## src/rtl/btn_ctrl.sv

```systemverilog
// btn_ctrl - push-button peripheral on the memory-mapped read bus.
//
// Each of NUM_BTN channels runs a 2-flop synchroniser, a debounce filter,
// a sticky press-event bit and a saturating 8-bit press counter. Reads are
// registered (one-cycle latency). EVENT and COUNT registers clear on read.
//
// Optional feature macro: BTN_IRQ_EN
//   When defined, adds output irq and the read-only IRQ_MASK register at
//   word address 0xFF. When undefined, there is no irq port and 0xFF reads 0.
//
// Register map (word addresses):
//   0       EVENT  [NUM_BTN-1:0] sticky press events, clear-on-read
//   1       STATE  [NUM_BTN-1:0] debounced levels (1 = pressed)
//   2+i     COUNT[i] [7:0] saturating press count, clear-on-read
//   0xFF    IRQ_MASK (BTN_IRQ_EN only), all ones
//   other   reads 0
//
// Ports:
//   clk          system clock, rising edge
//   rst_n        asynchronous active-low reset
//   btn          raw asynchronous button pins
//   read_enable  read strobe
//   address      word address of the read
//   data_out     registered read data
//   irq          (BTN_IRQ_EN) registered OR of masked EVENT bits
module btn_ctrl #(
  parameter int NUM_BTN         = 2,
  parameter int ADDR_WIDTH      = 8,
  parameter int DEBOUNCE_CYCLES = 16,
  parameter int ACTIVE_LOW      = 1
) (
  input  logic                  clk,
  input  logic                  rst_n,
  input  logic [NUM_BTN-1:0]    btn,
  input  logic                  read_enable,
  input  logic [ADDR_WIDTH-1:0] address,
`ifdef BTN_IRQ_EN
  output logic                  irq,
`endif
  output logic [31:0]           data_out
);

  // Raw pin level that means "released".
  localparam logic [NUM_BTN-1:0] REL_LVL = (ACTIVE_LOW != 0) ? '1 : '0;
  localparam logic [15:0]        DB_LAST = 16'(DEBOUNCE_CYCLES - 1);
  localparam logic [7:0]         CNT_MAX = 8'hFF;

`ifdef BTN_IRQ_EN
  // Read-only mask with no write path, so it is a constant all-ones value.
  localparam logic [NUM_BTN-1:0] IRQ_MASK = '1;
`endif

  logic [NUM_BTN-1:0] r_sync1;
  logic [NUM_BTN-1:0] r_sync2;
  logic [NUM_BTN-1:0] r_stable;
  logic [NUM_BTN-1:0] r_event;
  logic [15:0]        r_db_cnt [NUM_BTN];
  logic [7:0]         r_count  [NUM_BTN];
  logic [31:0]        r_data;

  logic [NUM_BTN-1:0] w_sync;
  logic [NUM_BTN-1:0] w_accept;
  logic [NUM_BTN-1:0] w_rise;
  logic [NUM_BTN-1:0] w_clr_cnt;
  logic               w_clr_evt;
  logic [31:0]        w_rdata;

  // Synchroniser flops hold raw pin levels; normalise to active-high here.
  always_comb begin
    w_sync = r_sync2 ^ REL_LVL;
  end

  always_comb begin
    w_accept  = '0;
    w_clr_cnt = '0;
    for (int i = 0; i < NUM_BTN; i++) begin
      // Level change has persisted for DEBOUNCE_CYCLES consecutive samples.
      w_accept[i]  = (w_sync[i] != r_stable[i]) && (r_db_cnt[i] == DB_LAST);
      w_clr_cnt[i] = read_enable && (address == ADDR_WIDTH'(i + 2));
    end
  end

  always_comb begin
    w_rise    = w_accept & ~r_stable;
    w_clr_evt = read_enable && (address == ADDR_WIDTH'(0));
  end

  // Synchroniser and debounce filter.
  always_ff @(posedge clk or negedge rst_n) begin
    if (!rst_n) begin
      r_sync1  <= REL_LVL;
      r_sync2  <= REL_LVL;
      r_stable <= '0;
      for (int i = 0; i < NUM_BTN; i++) begin
        r_db_cnt[i] <= '0;
      end
    end else begin
      r_sync1  <= btn;
      r_sync2  <= r_sync1;
      r_stable <= r_stable ^ w_accept;
      for (int i = 0; i < NUM_BTN; i++) begin
        if ((w_sync[i] == r_stable[i]) || w_accept[i]) begin
          r_db_cnt[i] <= '0;
        end else begin
          r_db_cnt[i] <= r_db_cnt[i] + 16'd1;
        end
      end
    end
  end

  // Event and counter registers. A press landing on the same edge as a
  // clearing read survives the clear; the read itself returns the old value.
  always_ff @(posedge clk or negedge rst_n) begin
    if (!rst_n) begin
      r_event <= '0;
      for (int i = 0; i < NUM_BTN; i++) begin
        r_count[i] <= '0;
      end
    end else begin
      r_event <= (r_event & ~{NUM_BTN{w_clr_evt}}) | w_rise;
      for (int i = 0; i < NUM_BTN; i++) begin
        if (w_clr_cnt[i]) begin
          r_count[i] <= {7'd0, w_rise[i]};
        end else if (w_rise[i] && (r_count[i] != CNT_MAX)) begin
          r_count[i] <= r_count[i] + 8'd1;
        end
      end
    end
  end

  // Read multiplexer.
  always_comb begin
    w_rdata = '0;
    if (address == ADDR_WIDTH'(0)) begin
      w_rdata[NUM_BTN-1:0] = r_event;
    end else if (address == ADDR_WIDTH'(1)) begin
      w_rdata[NUM_BTN-1:0] = r_stable;
    end else begin
      for (int i = 0; i < NUM_BTN; i++) begin
        if (address == ADDR_WIDTH'(i + 2)) begin
          w_rdata[7:0] = r_count[i];
        end
      end
`ifdef BTN_IRQ_EN
      if (address == ADDR_WIDTH'(255)) begin
        w_rdata[NUM_BTN-1:0] = IRQ_MASK;
      end
`endif
    end
  end

  always_ff @(posedge clk or negedge rst_n) begin
    if (!rst_n) begin
      r_data <= '0;
    end else begin
      r_data <= read_enable ? w_rdata : 32'd0;
    end
  end

  assign data_out = r_data;

`ifdef BTN_IRQ_EN
  logic r_irq;

  // Follows EVENT by one cycle in both directions.
  always_ff @(posedge clk or negedge rst_n) begin
    if (!rst_n) begin
      r_irq <= 1'b0;
    end else begin
      r_irq <= |(r_event & IRQ_MASK);
    end
  end

  assign irq = r_irq;
`endif

endmodule

```

## config.mk

```make
export PLATFORM = sky130hd
export DESIGN_NAME = btn_ctrl
export DESIGN_NICKNAME = d
export VERILOG_FILES = /design/src/rtl/btn_ctrl.sv
export SDC_FILE = /design/constraint.sdc
export NUM_CORES = 1
export LEC_CHECK = 0
export CORE_UTILIZATION = 55
export DETAILED_ROUTE_END_ITERATION = 12
export PLACE_DENSITY = 0.77
export SYNTH_ARGS = -nofsm -noshare
export SYNTH_HDL_FRONTEND = slang
export SYNTH_SLANG_ARGS = --single-unit
```

## constraint.sdc

```tcl
create_clock -name clk -period 2.83 [get_ports clk]
set_clock_uncertainty 0.05 [all_clocks]
set_input_delay 0.566 -clock clk [delete_from_list [all_inputs] [get_ports clk]]
set_output_delay 0.566 -clock clk [all_outputs]
set_load 0.02 [all_outputs]
```

### After elaboration in Yosys (flattened, before gate mapping)

Index checks and enable logic that the tools add are counted.

* input bits: 13
* word-level logic and storage cells: 56
* bits in registers: 64
* output and inout bits: 32

* reductions and logical operators: 12
* equality and inequality tests: 11
* add/sub/neg operators: 4
* multiplexer cells: 13
* bitwise operators: 7

Operator list (count)
* two-way mux 8 bit: 7
* adder 16 x 1 -> 16 bit (second input constant): 2
* equality test 16 x 4 -> 1 bit (second input constant): 2
* two-way mux 16 bit: 2
* adder 8 x 1 -> 8 bit (second input constant): 2
* equality test 8 x 2 -> 1 bit (second input constant): 2
* != test 8 bit (second input constant): 2
* two-way mux 6 bit: 2
* equality test 8 x 1 -> 1 bit (second input constant): 1
* logical NOT 8 bit: 1
* logical AND 1 bit: 7
* inverter 2 bit: 3
* AND 2 bit: 2
* two-way mux 2 bit: 2
* nonzero test 2 bit: 2
* equality test 1 bit: 2
* logical OR 1 bit: 2
* != test 1 bit: 2
* bitwise OR 2 bit: 1
* XOR 2 bit: 1

### Longest topological paths before layout

* depth in word-level cells: 7
* mapped depth: 10
* gate-level depth less buffers: 9

### Worst setup path after synthesis

Ideal clock, no wire load.

* path kind: register to register
* start point: register r_db_cnt[0] in the netlist's numbering
* end point: register r_count[7] in the netlist's numbering
* path buffers: 0
* cell stages (with the launch flop): 10
* setup time: 77 ps
* slack: 773 ps
* period minus slack after synthesis: 2057 ps
* arrival time: 1929 ps
* required time: 2703 ps
* path through: dfrtp_1 > ha_1 > and3_1 > nand4_1 > nor2_1 > ha_1 > and4_1 > o21ai_1 > or3_1 > a21oi_1

* word-level cells in the longest chain between the ends: 5

Ends and longest elaborated chain
* start: declaration: line 57 `logic [15:0] r_db_cnt [NUM_BTN];`
* start signal: indexed assignment: line 105 `r_db_cnt[i] <= r_db_cnt[i] + 16'd1;`
* equality test 16 x 4 -> 1 bit: line 78 `w_accept[i] = (w_sync[i] != r_stable[i]) && (r_db_cnt[i] == DB_LAST);`
* logical AND 1 bit: line 78
* AND 2 bit: line 84 `w_rise = w_accept & ~r_stable;`
* logical AND 1 bit: line 124 `end else if (w_rise[i] && (r_count[i] != CNT_MAX)) begin`
* nonzero test 2 bit (no line)
* end signal: indexed assignment: line 123 `r_count[i] <= {7'd0, w_rise[i]};`
* end signal: indexed assignment: line 125 `r_count[i] <= r_count[i] + 8'd1;`
* end: declaration: line 58 `logic [7:0] r_count [NUM_BTN];`

Every way passes these cells.
A chain may end at the register's enable or synchronous reset.

### Worst setup path after layout

* start point: register r_db_cnt[16] in the netlist's numbering
* end point: register r_count[15] in the netlist's numbering

The elaborated chain is that of the path after synthesis.

==> impl_metrics.env <==
export IMPL_yosysTopAreaCellShare_pct=45.5
export IMPL_antenna_cells=0
export IMPL_nNetsFinal=371
export IMPL_cts_repair_resized=0
export IMPL_antenna_found_initial=0
export IMPL_hold_buffers=0
export IMPL_max_freq_ghz=0.424
export IMPL_tns_ns=0
export IMPL_power_density_nw_per_um2=544
export IMPL_leakage_nw=1.60
export IMPL_wl_mm=5.93
export IMPL_coreArea_um2=5640
export IMPL_max_slew_margin_pct=48.4
export IMPL_yosys_register_bits=64
export IMPL_drt_first_pass_iters=4
export IMPL_cts_buffer_depth=2
export IMPL_synthArstFlopShare_pct=100
export IMPL_grt_pass1_wl_mm=10.4
export IMPL_ys_types=38
export IMPL_worst_slew_pin_slew_ns=0.774
export IMPL_yosys_area_top_type="dfrtp_1"
export IMPL_synth_main_ff_cell="dfrtp_1"
export IMPL_path_class="reg2reg"
export IMPL_crit_path_start_kind="register"
export IMPL_period_minus_slack_ns=2.36
export IMPL_dpl_cell_area_um2=3460
export IMPL_post_drt_wl_per_cell_um=13.8
export IMPL_dpl_hpwl_mm=4.13
export IMPL_num_vias=2341
export IMPL_cp_arrival_ns=2.55
export IMPL_drive_gt1_share_pct=7.84
export IMPL_h_tree_depth=3
export IMPL_fin_crit_sh_pct=83.4
export IMPL_hold_class="reg2reg"
export IMPL_p_total_w=0.00199
export IMPL_grt_max_degree=65
export IMPL_crit_start="r_db_cnt[16]"
export IMPL_cts_tree="built"
export IMPL_clk_insertion_delay_late_ns=0.34
export IMPL_finalMaxSlewViolations=0
export IMPL_rows=27
export IMPL_r2r_start="r_db_cnt[16]"
export IMPL_viasPerCell=5.46
export IMPL_required_ns=3.02
export IMPL_whs_path_depth=0
export IMPL_drv_cap=0
export IMPL_gp_congestion=0.780
export IMPL_clk_pin_slew_ns=0.07
export IMPL_die_h_um=79.4
export IMPL_worst_setup_path_end_kind="register"
export IMPL_dieArea_um2=6310
export IMPL_holdWs_ns=0.306
export IMPL_final_area_um2=3670
export IMPL_crit_fanout=9
export IMPL_final_hold_viol_count=0
export IMPL_ys_warn_count=0
export IMPL_outcome="finished clean"
export IMPL_numCtsBuffers=9
export IMPL_pin_count=45
export IMPL_grt_usage_pct=21.9
export IMPL_ir_drop_mv=0.352
export IMPL_postCtsSetupBuffers=0
export IMPL_drcViolationCount=0
export IMPL_crit_path_max_incr_delay_ns=0.38
export IMPL_rsz0062_at_grt="no"
export IMPL_cts_root_buf="clkbuf_8"
export IMPL_portBuffers=20
export IMPL_die_w_um=79.4
export IMPL_syn2layout_area_growth_pct=11.3
export IMPL_path_cells="ha_1 > and3_1 > nand4_1 > nor2_1 > ha_1 > and4_1 > nor2b_1 > nor2_1 > a311oi_1"
export IMPL_critPathSlowestCell="dfrtp_1"
export IMPL_initial_core_util_pct=58.4
export IMPL_synth_edf_count=0
export IMPL_grt_pass1_vias=2287
export IMPL_synth_area_leaders="dfrtp_1, xnor2_1, nor2_1, buf_4, dfstp_2"
export IMPL_syn_area_per_cell_um2=10.1
export IMPL_drtIter0Drc=117
export IMPL_syn_inst=328
export IMPL_seq_area_frac_synth_pct=48.7
export IMPL_hp_start="r_sync1[0]"
export IMPL_cpLargestDelayFamily="simple AND/OR/NAND/NOR gates"
export IMPL_setup_viol=0
export IMPL_critPathBufInv=0
export IMPL_ff2ff_path_depth=9
export IMPL_cts_sinks=64
export IMPL_regToRegSetupSlack_ns=0.47
export IMPL_antenna_left=0
export IMPL_hold_end="r_sync2[0]"
export IMPL_grt_overflow=0
export IMPL_syn_area_um2=3300
export IMPL_r2r_end="r_count[15]"
worst register-to-register path, delay by kind of cell, from the launching register on:
kind | cells | cell delay [ns]
adders and majority gates | 2 | 0.56
and+or+nand+nor | 6 | 1.02
DFF | 1 | 0.38
AOI/OAI and AO/OA | 1 | 0.26
Yosys cell counts (all sizes together) (5+ instances only):
cell type,count
and3,7
nor2,57
ha,6
nand3,18
nand2,10
xnor2,25
nor4,15
xor2,9
o21ai,7
inv,13
dfrtp,60
mux2i,8
nand4,12
a21oi,5
buf,30
nor3,14
layer usage:
metal	GRT usage (%)	up-vias	wire (µm)
met5	0	-	0
met4	9.45	0	93
met3	6.06	8	226
met2	35.0	50	2940
met1	27.8	1145	2670
li1	-	1138	-
logic make-up (layout without fill, tap and decap cells):
family | count (synthesis) | count (layout) | share of synthesized area, %
and+or+nand+nor | 145 | 145 | 23.3
DFF | 64 | 64 | 48.7
buffers and inverters | 45 | 51 | 8.39
xor gates and xnor gates | 34 | 34 | 9.03
AOI/OAI and AO/OA | 23 | 23 | 4.40
muxes | 10 | 10 | 3.80
adders and majority gates | 6 | 6 | 2.28
other | 1 | 24 | 0.114
worst max path at each step:
| stage | to | cells after the start |
|---|---|---|
| after floorplan | r_count[7] | 9 |
| after global placement | r_count[8] | 5 |
| after detailed placement | r_count[15] | 9 |
| after CTS | r_count[15] | 9 |
| after global routing | r_count[15] | 9 |
| final | r_count[15] | 9 |
report_power, final:
group / internal, W / switching [W]
registers: 0.000944 / 0.0000332
logic: 0.0000539 / 0.000104
clock network: 0.000520 / 0.000340
cells in the final DEF (no fill, tap or decap), types with 4 or more instances in the layout:
cell type and count:
o21ai_0 5, conb_1 24, nand4_1 11, nand2_1 10, a21oi_1 5, nand3_1 17
nor3_1 14, xnor2_1 25, mux2i_1 8, dfstp_2 4, ha_1 6, and3_1 7
clkbuf_8 10, dfrtp_1 60, inv_1 13, xor2_1 9, nor2_1 55, nor4_1 15
clkdlybuf4s50_1 19
flip-flops by register name, indices dropped and copies added, names as in the netlist:
register,flops
r_sync1,2
r_sync2,2
r_db_cnt,32
r_event,2
data_out,8
r_count,16
r_stable,2
metrics by stage:
step | util, % | instances | worst slack [ns]
global placement | 61.3 | 413 | 0.558
global route | 65.0 | 429 | 0.190
CTS | 65.0 | 429 | 0.458
detailed placement | 61.3 | 413 | 0.493
floorplan | - | 351 | 0.773
finish | 65.0 | 429 | 0.470
area by class of cell:
type | instances | area (µm²)
clock buffers | 13 | 149
fillers | 458 | 1970
well taps | 72 | 90.1
repair buffers | 22 | 210
inverters | 13 | 48.8
clock inverters | 3 | 65.1
flip-flops and latches | 64 | 1610
multi-input cells | 242 | 1500
(Power assumes the default switching activity.)
